[config.mk]
export PLATFORM = sky130hd
export DESIGN_NAME = serial_frame_shifter
export DESIGN_NICKNAME = d
export VERILOG_FILES = /design/src/rtl/serial_frame_pkg.sv /design/src/rtl/serial_bit_counter.sv /design/src/rtl/serial_frame_shifter.sv
export SDC_FILE = /design/constraint.sdc
export NUM_CORES = 1
export LEC_CHECK = 0
export BUFFER_PORTS_ARGS = -buffer_cell sky130_fd_sc_hd__buf_4
export CAP_MARGIN = 40
export CORE_MARGIN = 1
export CORE_UTILIZATION = 51
export DETAILED_ROUTE_END_ITERATION = 7
export HOLD_SLACK_MARGIN = 0.15
export PLACE_DENSITY = 0.76
export SLEW_MARGIN = 40
export SYNTH_ARGS = -nofsm -noshare
export SYNTH_HDL_FRONTEND = slang
export SYNTH_SLANG_ARGS = --single-unit
[constraint.sdc]
create_clock -name clk -period 1.7 [get_ports clk]
set_clock_uncertainty 0.15 [all_clocks]
set_input_delay 0 -clock clk [delete_from_list [all_inputs] [get_ports clk]]
set_output_delay 0 -clock clk [all_outputs]
set_load 0.02 [all_outputs]
[src/rtl/serial_frame_pkg.sv]
// serial_frame_pkg: shared sizing helper, parity constant and shift-direction type
// for serial_frame_shifter.
package serial_frame_pkg;
    // Required XOR of data bits and parity bit for even parity.
    localparam logic PARITY_EVEN = 1'b0;
    typedef enum logic {LSB_FIRST, MSB_FIRST} shift_dir_t;
    function automatic int cnt_w(input int width);
        return $clog2(width + 2);
    endfunction
endpackage

[src/rtl/serial_bit_counter.sv]
// serial_bit_counter: modulo-N up-counter with async reset, sync clear,
// enable and a combinational terminal-count pulse on the wrapping strobe.
module serial_bit_counter #(
    parameter int N = 9,
    parameter int W = $clog2(N + 1)
) (
    input  logic         clk,
    input  logic         rst,
    input  logic         i_clr,
    input  logic         i_en,
    output logic [W-1:0] o_cnt,
    output logic         o_tc
);
    logic [W-1:0] r_cnt;
    assign o_cnt = r_cnt;
    assign o_tc  = i_en && (r_cnt == W'(N - 1));
    always_ff @(posedge clk or posedge rst)
        if (rst) r_cnt <= '0;
        else if (i_clr) r_cnt <= '0;
        else if (i_en) r_cnt <= o_tc ? '0 : r_cnt + 1'b1;
endmodule

[src/rtl/serial_frame_shifter.sv]
// serial_frame_shifter: full-duplex framed shift register with rx holding register
// and valid/ready handshake; SERIAL_FRAME_SHIFTER_PARITY_EN adds an even-parity slot.
module serial_frame_shifter #(
    parameter int WIDTH     = 9,
    parameter bit MSB_FIRST = 1'b1
) (
    input  logic             clk,
    input  logic             rst,
    input  logic             clr,
    input  logic             en,
    input  logic             sin,
    output logic             sout,
    input  logic             load,
    input  logic [WIDTH-1:0] load_data,
    output logic             load_ack,
    output logic [WIDTH-1:0] rx_data,
    output logic             rx_valid,
    input  logic             rx_ready,
    output logic             overrun,
    output logic             busy,
`ifdef SERIAL_FRAME_SHIFTER_PARITY_EN
    output logic             parity_err,
    output logic [serial_frame_pkg::cnt_w(WIDTH)-1:0] bit_cnt
`else
    output logic [$clog2(WIDTH+1)-1:0] bit_cnt
`endif
);
    import serial_frame_pkg::*;
`ifdef SERIAL_FRAME_SHIFTER_PARITY_EN
    localparam int FRAME = WIDTH + 1;
`else
    localparam int FRAME = WIDTH;
`endif
    logic [WIDTH-1:0] r_shreg, r_rx_data, w_shifted, w_rx_cand;
    logic             r_rx_valid, r_overrun, r_load_ack;
    logic             w_idle, w_load_acc, w_step, w_tc, w_data_slot, w_store, w_sout_data;

    serial_bit_counter #(.N(FRAME), .W($bits(bit_cnt))) u_cnt (
        .clk   (clk),
        .rst   (rst),
        .i_clr (clr),
        .i_en  (w_step),
        .o_cnt (bit_cnt),
        .o_tc  (w_tc)
    );

    assign w_idle      = bit_cnt == '0;
    assign w_load_acc  = load && w_idle;
    // A load in IDLE steals the strobe, so en is ignored that cycle.
    assign w_step      = en && !w_load_acc;
    assign w_shifted   = MSB_FIRST ? {r_shreg[WIDTH-2:0], sin} : {sin, r_shreg[WIDTH-1:1]};
    assign w_sout_data = MSB_FIRST ? r_shreg[WIDTH-1] : r_shreg[0];
    assign w_store     = w_tc && (!r_rx_valid || rx_ready);
    assign busy        = !w_idle;
    assign load_ack    = r_load_ack;
    assign rx_data     = r_rx_data;
    assign rx_valid    = r_rx_valid;
    assign overrun     = r_overrun;

`ifdef SERIAL_FRAME_SHIFTER_PARITY_EN
    logic r_tx_par, r_parity_err;
    // The parity slot carries no data, so the shifter holds the completed frame.
    assign w_data_slot = int'(bit_cnt) != WIDTH;
    assign w_rx_cand   = r_shreg;
    assign sout        = w_data_slot ? w_sout_data : r_tx_par;
    assign parity_err  = r_parity_err;
    always_ff @(posedge clk or posedge rst)
        if (rst) {r_tx_par, r_parity_err} <= '0;
        else if (clr) {r_tx_par, r_parity_err} <= '0;
        else begin
            if (w_load_acc) r_tx_par <= ^load_data;
            if (w_store) r_parity_err <= (^r_shreg ^ sin) != PARITY_EVEN;
        end
`else
    assign w_data_slot = 1'b1;
    assign w_rx_cand   = w_shifted;
    assign sout        = w_sout_data;
`endif

    always_ff @(posedge clk or posedge rst)
        if (rst) {r_shreg, r_rx_data, r_rx_valid, r_overrun, r_load_ack} <= '0;
        else if (clr) {r_shreg, r_rx_data, r_rx_valid, r_overrun, r_load_ack} <= '0;
        else begin
            r_load_ack <= w_load_acc;
            if (w_load_acc) r_shreg <= load_data;
            else if (w_step && w_data_slot) r_shreg <= w_shifted;
            if (w_store) r_rx_data <= w_rx_cand;
            r_rx_valid <= w_store || (r_rx_valid && !rx_ready);
            r_overrun  <= r_overrun || (w_tc && r_rx_valid && !rx_ready);
        end
endmodule
==> flow_summary.json <==
{
  "status": "finished clean",
  "hold_viol": 0,
  "finalCritPeriodShare_pct": 94.59,
  "final_cells": 201,
  "hold_depth": 4,
  "synth.avg_cell_area_sq_um": 10.23,
  "pwr-share-comb_pct": 22.2,
  "tritoncts": "built",
  "io_pins": 34,
  "netlist_instances": 123,
  "wl_per_cell_um": 14.95,
  "switching_share_pct": 28.29,
  "cts-root-buf": "clkbuf_4",
  "ir_worst_vdd_mv": 0.5277,
  "p_int_uw": 843.6,
  "dieArea_sq_um": 2671,
  "grt_usage_pct": 23.82,
  "rrSetupSlack_ns": 0.09,
  "yosysUniqueCellTypes": 26,
  "num_vias": 1115,
  "worst-path-stages": 7,
  "grt_pass1_vias": 1007,
  "critPathMaxFanout": 18,
  "required_ns": 1.76,
  "antenna_cells": 0,
  "reg2reg_to": "r_shreg[6]$_DFFE_PP0P_",
  "die_w_um": 51.68,
  "ant_nets": 0,
  "critPathKind": "reg2reg",
  "cap_violations": 0,
  "cp_slowest_cell": "dfrtp_1",
  "worstMarginPinSlew_ns": 0.5670,
  "period_minus_slack_ns": 1.608,
  "p_leak_uw": 0.0008213,
  "slew_viol_final": 0,
  "slowest_delay_ns": 0.40,
  "port_buffers": 33,
  "yosysWarningCount": 0,
  "place_congestion": 0.7056,
  "slew_headroom_pct": 62.13,
  "drt_first_pass_iters": 4,
  "remaining_drc_errors": 0,
  "clk_latency_ns": 0.32,
  "end_kind": "flip-flop",
  "hold-path-endpoint": "rx_data[0]$_DFFE_PP0P_",
  "worstHoldStart": "sin",
  "p_clk_share_pct": 22.6,
  "fmax_mhz": 621.9,
  "grt_max_degree": 26,
  "grt_pass1_wl_um": 4609,
  "cts_setup_buffers": 0,
  "timing.rr.start": "u_cnt.o_cnt[0]$_DFFE_PP0P_",
  "fillerInstances": 160,
  "p_switching_uw": 332.8,
  "synth_fp_nets": 141,
  "grt_remaining_overflow": 0,
  "wirelength_um": 3005,
  "layout-drive-gt1-share_pct": 29.48,
  "cts_buffers": 3,
  "power_density_nw_per_um2": 673.5,
  "ys_seq_area_share_pct": 49.70,
  "postLayoutSetupSlackWorst_ns": 0.09194,
  "critical-path-top-delay-family": "buffers and inverters",
  "arrival_ns": 1.67,
  "critPathBufInv": 3,
  "area_growth_pct": 38.77,
  "clk_pin_slew_worst_paths_ns": 0.14,
  "cts.path.max_buffers": 2,
  "syn_area_sq_um": 1259,
  "drt_iter0_drc": 14,
  "coreArea_sq_um": 2276,
  "antenna_found_initial": 0,
  "place_ws_ns": 0.05460,
  "start_util_pct": 55.31,
  "pwr-share-seq_pct": 55.2,
  "fp.dieH_um": 51.68,
  "dp.final_hpwl_um": 1886,
  "cts_sinks": 25,
  "path_cells": "inv_1, ha_4, buf_4, nand4bb_4, buf_6, nor2_1, a211oi_2",
  "nNetsFinal": 192,
  "r2r.worst_path.cells": 7,
  "finalSetupViolations": 0,
  "synth-seq-cells": 25,
  "dp_cells": 181,
  "via_per_inst": 5.547,
  "fp-row-count": 17,
  "hold_path.class": "in2reg",
  "htreeDepth": 1,
  "critPathLaunchType": "flip-flop"
}
cells by family (layout without fill, tap and decap cells):
group	after synthesis	count (layout)	share of synthesized area (%)
compound gates	36	36	17.30
simple gates	35	35	16.30
flops	25	25	49.70
buf+inv	15	65	6.759
mux	10	10	7.953
fa+ha+maj	2	2	1.988
Yosys cell counts, drive strengths merged:
cell type / number / share of area, %
clkbuf: 3 / 0.89
nor2: 11 / 3.3
ha: 2 / 2.0
a32o: 1 / 0.80
dfrtp: 25 / 50
and3: 1 / 0.50
nor2b: 1 / 0.50
nand4b: 2 / 1.4
a211oi: 9 / 5.8
and4b: 2 / 1.6
nand4bb: 1 / 2.2
o21ai: 11 / 4.4
nand2b: 1 / 0.50
mux2i: 10 / 8.0
a21oi: 13 / 5.2
nand2: 6 / 1.8
inv: 5 / 1.5
o211ai: 1 / 0.60
buf: 7 / 4.4
nand3b: 1 / 0.60
nand3: 9 / 4.0
a21boi: 1 / 0.60
placed cells by master, fill, tap and decap left out, drive strengths merged:
master / count
o21ai: 11
nand3: 9
nand2b: 1
dlygate4sd3: 16
clkinv: 1
a21oi: 13
and3: 1
mux2i: 10
dfrtp: 25
nand3b: 1
nand4b: 2
nand2: 6
nor2: 11
nand4bb: 1
ha: 2
clkbuf: 3
inv: 5
a32o: 1
o211ai: 1
a211oi: 9
nor2b: 1
buf: 40
a21boi: 1
and4b: 2
repair_timing:
item | in CTS | in global routing
endpoints found under the hold margin | 50 | 0
resized for setup | 0 | 6
endpoints found under the setup margin | 0 | 12
hold buffers | 16 | 0
worst reg2reg max path: cells and delay by family, from the launching register on:
kind	cells	cell delay [ns]
fa+ha+maj	1	0.17
buf+inv	3	0.43
simple gates	2	0.29
flops	1	0.40
compound gates	1	0.07
per-layer routing:
metal	up-vias	part of all wire [%]	global-route usage (%)
met3	2	4.2	2.632
met5	-	0	0
met2	36	49	38.96
met1	537	46	32.26
li1	540	-	-
met4	0	0.57	9.459
stage by stage:
stage	power [uW]	util, %	instance area, sq um	hold slack (ns)	TNS (ns)
final	1176	76.75	1747	0.3478	0
after global routing	1225	76.75	1747	0.3698	-0.0006729
after CTS	1165	75.37	1715	0.3281	0
after detailed placement	870.1	67.12	1528	-0.07060	0
after global placement	862.2	67.12	1528	-0.07716	0
after floorplan	786.7	-	1259	-0.1227	0
power groups by stage:
stage | clock (uW) | sequential [uW] | combinational, uW
floorplan | 0 | 665 | 122
global placement | 0 | 657 | 205
detailed placement | 0 | 659 | 211
CTS | 277 | 647 | 241
global route | 290 | 652 | 283
finish | 266 | 649 | 261
worst max-delay path by stage:
stage | startpoint | endpoint | slack, ns
floorplan | u_cnt.o_cnt[0]$_DFFE_PP0P_ | rx_data[4]$_DFFE_PP0P_ | 0.07
global placement | u_cnt.o_cnt[0]$_DFFE_PP0P_ | r_shreg[1]$_DFFE_PP0P_ | 0.10
detailed placement | u_cnt.o_cnt[0]$_DFFE_PP0P_ | r_shreg[3]$_DFFE_PP0P_ | 0.05
CTS | u_cnt.o_cnt[0]$_DFFE_PP0P_ | r_shreg[0]$_DFFE_PP0P_ | 0.008
global route | u_cnt.o_cnt[0]$_DFFE_PP0P_ | r_shreg[6]$_DFFE_PP0P_ | -0.0007
finish | u_cnt.o_cnt[0]$_DFFE_PP0P_ | r_shreg[6]$_DFFE_PP0P_ | 0.09
sequential cells by signal, indices dropped and copies added (netlist names):
register	count
rx_data	9
load_ack	1
u_cnt.o_cnt	4
r_shreg	9
overrun	1
rx_valid	1
cell type report:
class                           count  area (sq um)  area share [%]
Clock buffer                        3         22.52           1.289
Clock inverter                      1         5.005          0.2865
Inverter                            5         18.77           1.074
Multi-Input combinational cell     83         575.6           32.95
Sequential cell                    25         625.6           35.82
Tap cell                           28         35.03           2.006
Timing Repair Buffer               56         464.2           26.58
No activity file was read; power rests on OpenSTA's default activity.
